$ cat src/rtl/pipeline_debug_ctrl.sv
// pipeline_debug_ctrl: run/step/halt/reset controller for the Pipeline, with a cycle counter and a stop snapshot.
module pipeline_debug_ctrl #(
    parameter logic [31:0] HALT_INSTR   = 32'hFFFF_FFFF,
    parameter int          MAX_CYCLES   = 1024,
    parameter int          RESET_CYCLES = 2
) (
    input  logic        clk,
    input  logic        reset,
    input  logic        cmd_valid,
    input  logic [1:0]  cmd_code,
    output logic        cmd_ready,
    input  logic [31:0] pc_addr_in,
    input  logic [31:0] pc_instr_in,
    output logic        pc_enable_out,
    output logic        pc_reset_out,
    output logic        busy,
    output logic        halted,
    output logic [31:0] cycle_count,
    output logic [31:0] snap_pc,
    output logic [31:0] snap_instr,
    output logic        snap_valid
);
    typedef enum logic [2:0] {IDLE, RST, RUN, STEP, DONE} state_t;
    state_t      state_q;
    logic [31:0] rst_cnt_q, run_cnt_q, run_cnt_d, cycle_count_q, snap_pc_q, snap_instr_q;
    logic        halted_q, snap_valid_q, accept, is_halt, run_exit;
    assign accept    = cmd_valid && cmd_ready;
    assign is_halt   = pc_instr_in == HALT_INSTR;
    assign run_cnt_d = run_cnt_q + 32'd1;
    // watchdog counts enabled cycles of the current RUN only
    assign run_exit  = is_halt || (accept && cmd_code == 2'b00) || run_cnt_d == 32'(MAX_CYCLES);
    assign pc_enable_out = state_q == RUN || state_q == STEP;
    assign pc_reset_out  = state_q == RST;
    assign cmd_ready     = state_q == IDLE || state_q == RUN || state_q == DONE;
    assign busy          = state_q == RST || state_q == RUN || state_q == STEP;
    assign halted        = halted_q;
    assign cycle_count   = cycle_count_q;
    assign snap_pc       = snap_pc_q;
    assign snap_instr    = snap_instr_q;
    assign snap_valid    = snap_valid_q;
    always_ff @(posedge clk) begin
        if (reset) begin
            state_q       <= IDLE;
            rst_cnt_q     <= '0;
            run_cnt_q     <= '0;
            cycle_count_q <= '0;
            snap_pc_q     <= '0;
            snap_instr_q  <= '0;
            halted_q      <= 1'b0;
            snap_valid_q  <= 1'b0;
        end else begin
            snap_valid_q <= 1'b0;
            if (pc_enable_out) cycle_count_q <= cycle_count_q + 32'd1;
            case (state_q)
                IDLE, DONE: if (accept) begin
                    if (cmd_code == 2'b11) begin
                        state_q       <= RST;
                        rst_cnt_q     <= 32'(RESET_CYCLES - 1);
                        cycle_count_q <= '0;
                        halted_q      <= 1'b0;
                    end else if (cmd_code == 2'b01 && !halted_q) begin
                        state_q   <= RUN;
                        run_cnt_q <= '0;
                    end else if (cmd_code == 2'b10 && !halted_q) begin
                        state_q <= STEP;
                    end
                end
                RST: begin
                    if (rst_cnt_q == '0) state_q <= IDLE;
                    else rst_cnt_q <= rst_cnt_q - 32'd1;
                end
                RUN: begin
                    run_cnt_q <= run_cnt_d;
                    if (run_exit) begin
                        state_q      <= DONE;
                        snap_pc_q    <= pc_addr_in;
                        snap_instr_q <= pc_instr_in;
                        snap_valid_q <= 1'b1;
                        if (is_halt) halted_q <= 1'b1;
                    end
                end
                STEP: begin
                    state_q      <= DONE;
                    snap_pc_q    <= pc_addr_in;
                    snap_instr_q <= pc_instr_in;
                    snap_valid_q <= 1'b1;
                    if (is_halt) halted_q <= 1'b1;
                end
                default: state_q <= IDLE;
            endcase
        end
    end
endmodule

$ cat config.mk
export PLATFORM = sky130hd
export DESIGN_NAME = pipeline_debug_ctrl
export DESIGN_NICKNAME = d
export VERILOG_FILES = /design/src/rtl/pipeline_debug_ctrl.sv
export SDC_FILE = /design/constraint.sdc
export NUM_CORES = 1
export LEC_CHECK = 0
export CAP_MARGIN = 20
export CELL_PAD_IN_SITES_DETAIL_PLACEMENT = 0
export CELL_PAD_IN_SITES_GLOBAL_PLACEMENT = 1
export CORE_ASPECT_RATIO = 0.8
export CORE_UTILIZATION = 38
export DETAILED_ROUTE_END_ITERATION = 8
export GPL_TIMING_DRIVEN = 1
export PLACE_DENSITY = 0.83
export SYNTH_ARGS = -nofsm -noshare
export SYNTH_HDL_FRONTEND = slang
export SYNTH_SLANG_ARGS = --single-unit
$ cat constraint.sdc
create_clock -name clk -period 4 [get_ports clk]
set_input_delay 0.6 -clock clk [delete_from_list [all_inputs] [get_ports clk]]
set_output_delay 0.6 -clock clk [all_outputs]
set_load 0.005 [all_outputs]
==> results.py <==
metrics = {
    "global_route": {
        "gr-total-overflow": 0,
        "grt_pass1_vias": 6713,
        "antenna_found_initial": 0,
        "grtUsageTotal_pct": 18.96,
        "grt_max_degree": 147,
        "grt_pass1_wl_mm": 34.51,
    },
    "final_layout": {
        "post-route-util_pct": 51.20,
        "design_area_um2": 10750,
        "syn2layout_area_growth_pct": 29.81,
        "drive_gt1_share_pct": 6.093,
        "num-nets-final": 1177,
        "n_antenna_cell": 0,
        "final_cells": 1385,
    },
    "placement": {
        "place.gp.congestion": 0.8529,
        "portBuffers": 170,
        "dpl.hpwl_mm": 14.76,
        "dp_cells": 1353,
        "place_area_um2": 10070,
    },
    "cts": {
        "cts_made_buffers": 17,
        "post_cts_resized": 0,
        "cts_tree": "yes",
        "cts_max_path_buffers": 2,
        "cts-root-buf": "clkbuf_16",
        "path_clk_slew_ps": 60,
        "clock_sinks": 165,
        "clk_latency_ps": 430,
        "postCtsSetupBuffers": 0,
        "cts_hold_buf": 0,
        "htree_levels": 4,
    },
    "sta": {
        "fin_skew_ps": 12.92,
        "worst_slew_pin_slew_ps": 906.4,
        "max_freq_mhz": 263.7,
        "fin_crit_ps": 3792,
        "hold-worst-slack_ps": 470.1,
        "drv_slew": 0,
        "rsz0062_at_grt": "false",
        "hold_viol": 0,
        "setup_viol": 0,
        "tns_ps": 0,
        "fin_crit_sh_pct": 94.81,
        "slew_headroom_pct": 39.57,
    },
    "synthesis": {
        "synthesis.area_um2": 8280,
        "syn_avg_cell_area_um2": 8.581,
        "ys_top_cells_by_area": "dfxtp_1 (40%), nand2b_1 (10%), mux2i_1 (7.7%)",
        "synth_largest_area_cell": "dfxtp_1",
        "synth_cells": 965,
        "synth.most_common_cell": "dfxtp_1",
        "ys_ff_latch": 165,
        "synth_fp_nets": 1038,
        "synth_common_cells": "dfxtp_1 (165), nand2b_1 (136), nor2_1 (113), mux2i_1 (64), nand2_1 (62)",
        "synth.top_cell.area_share_pct": 39.89,
        "ys.flop_type": "dfxtp_1",
        "ys_seq_area_share_pct": 39.89,
        "synthArstFlopShare_pct": 0,
        "synth_warnings": 0,
        "synth_edf_count": 0,
        "yosysUniqueCellTypes": 59,
    },
    "route": {
        "routedWlPerCell_um": 15.14,
        "firstDrtPassIters": 5,
        "wirelength_mm": 20.96,
        "route.detailed.drc": 0,
        "ant_nets": 0,
        "vias": 7256,
        "routed_via_density": 5.239,
        "drtIter0Drc": 582,
    },
    "worst_setup_path": {
        "rr_endpoint": "snap_instr[16]",
        "crit_required_ps": 4340,
        "regToRegStartpoint": "run_cnt_q[0]",
        "critPathCaptureType": "flip-flop",
        "rr_worst_depth": 10,
        "path_class": "flip-flop to flip-flop",
        "reg2reg_slack_ps": 210,
        "crit_fanout": 65,
        "arrival_ps": 4140,
        "start_kind": "flip-flop",
    },
    "power_and_ir_drop": {
        "vdd_drop_max_uv": 370.3,
        "power.density_nw_per_um2": 502.8,
        "leakagePower_nw": 3.566,
    },
    "floorplan": {
        "io_pins": 171,
        "die_h_um": 134.0,
        "die_w_um": 167.0,
        "coreArea_um2": 20990,
        "start_util_pct": 39.44,
        "dieArea_um2": 22390,
        "num_rows": 47,
    },
    "run": {
        "drv_cap": 0,
    },
    "run_status": {
        "run_status": "finished, final reports clean",
    },
    "hold_path": {
        "hold_path_end": "snap_instr[17]",
        "worstHoldPathType": "flip-flop to flip-flop",
        "whs_path_depth": 2,
        "hold_start": "snap_instr[17]",
    },
}
==> layer usage <==
layer  vias to the layer above  wire length [um]  track usage (%)
met5                         -                 0                0
met4                         0               340            5.607
met2                       199              8938            28.82
met3                        25               962            3.747
li1                       3636                 -                -
met1                      3396             10720            27.00
==> kinds of logic after synthesis <==
kind of cell | count (synthesis) | synth area share, %
AOI/OAI and AO/OA | 124 | 9.580
adders and majority gates | 4 | 0.6044
DFF | 165 | 39.89
muxes | 64 | 7.736
xor gates and xnor gates | 66 | 6.981
and+or+nand+nor | 468 | 30.42
buffers and inverters | 74 | 4.790
==> stage by stage <==
| step | total power (W) | worst slack (ps) |
|---|---|---|
| after floorplan | 0.003191 | 727.7 |
| after global placement | 0.003608 | 396.7 |
| after detailed placement | 0.003624 | 254.4 |
| after CTS | 0.005443 | 225.7 |
| after global routing | 0.005730 | 4.588 |
| final | 0.005405 | 207.6 |
==> critical path, stage by stage, from the launching register on <==
cell     delay (ps)
dfxtp_1         510
ha_1            380
nand2_1         220
or4_1           590
nor4_2          370
xnor2_1         180
nand4_1         110
or4_4           450
a31oi_4         170
buf_12          390
mux2i_1         270
==> area by class of cell <==
cell class                      instances  area [um2]
Fill cell                            1925       10240
Multi-Input combinational cell        726        4597
Sequential cell                       165        3303
Timing Repair Buffer                  184        1837
Clock buffer                           18       429.2
Tap cell                              269       336.6
Clock inverter                         13       209.0
Inverter                               10       37.54
==> placed cells by master, fill, tap and decap left out, types with 7 or more instances in the layout <==
cell type and count:
clkbuf_16 17, xor2_1 39, nand4_1 35, nand2_1 62, a311oi_1 11, dfxtp_1 165
o21ai_0 30, nor4_1 21, nor2_1 112, a31oi_1 9, xnor2_1 27, inv_1 9
clkdlybuf4s50_1 169, buf_4 13, nand2b_1 135, nor3_1 20, mux2i_1 64, or4_1 7
a21oi_1 45, or3_1 10, nand3_1 23
==> power by group <==
part	total (W)	switching, W	internal (W)	leakage [nW]
Clock	0.00180	0.000732	0.00107	0.314
Sequential	0.00204	0.000188	0.00185	1.33
Combinational	0.00157	0.000863	0.000705	1.92
Total	0.00540	0.00178	0.00362	3.57
==> flip-flops by register name, indices dropped and copies added, names as in the netlist <==
name / count
snap_instr: 32
halted: 1
cycle_count: 32
snap_valid: 1
snap_pc: 32
rst_cnt_q: 32
run_cnt_q: 32
state_q: 3
==> worst max path at each step <==
stage                      start        endpoint  slack [ps]  cells past startpoint
floorplan           run_cnt_q[1]  snap_instr[12]         730                     12
global placement    run_cnt_q[0]  snap_instr[19]         400                     10
detailed placement  run_cnt_q[0]  snap_instr[16]         250                     10
CTS                 run_cnt_q[0]  snap_instr[16]         230                     10
global route        run_cnt_q[0]   snap_instr[4]           5                     10
finish              run_cnt_q[0]  snap_instr[16]         210                     10
Power figures use the tool's default switching activity.
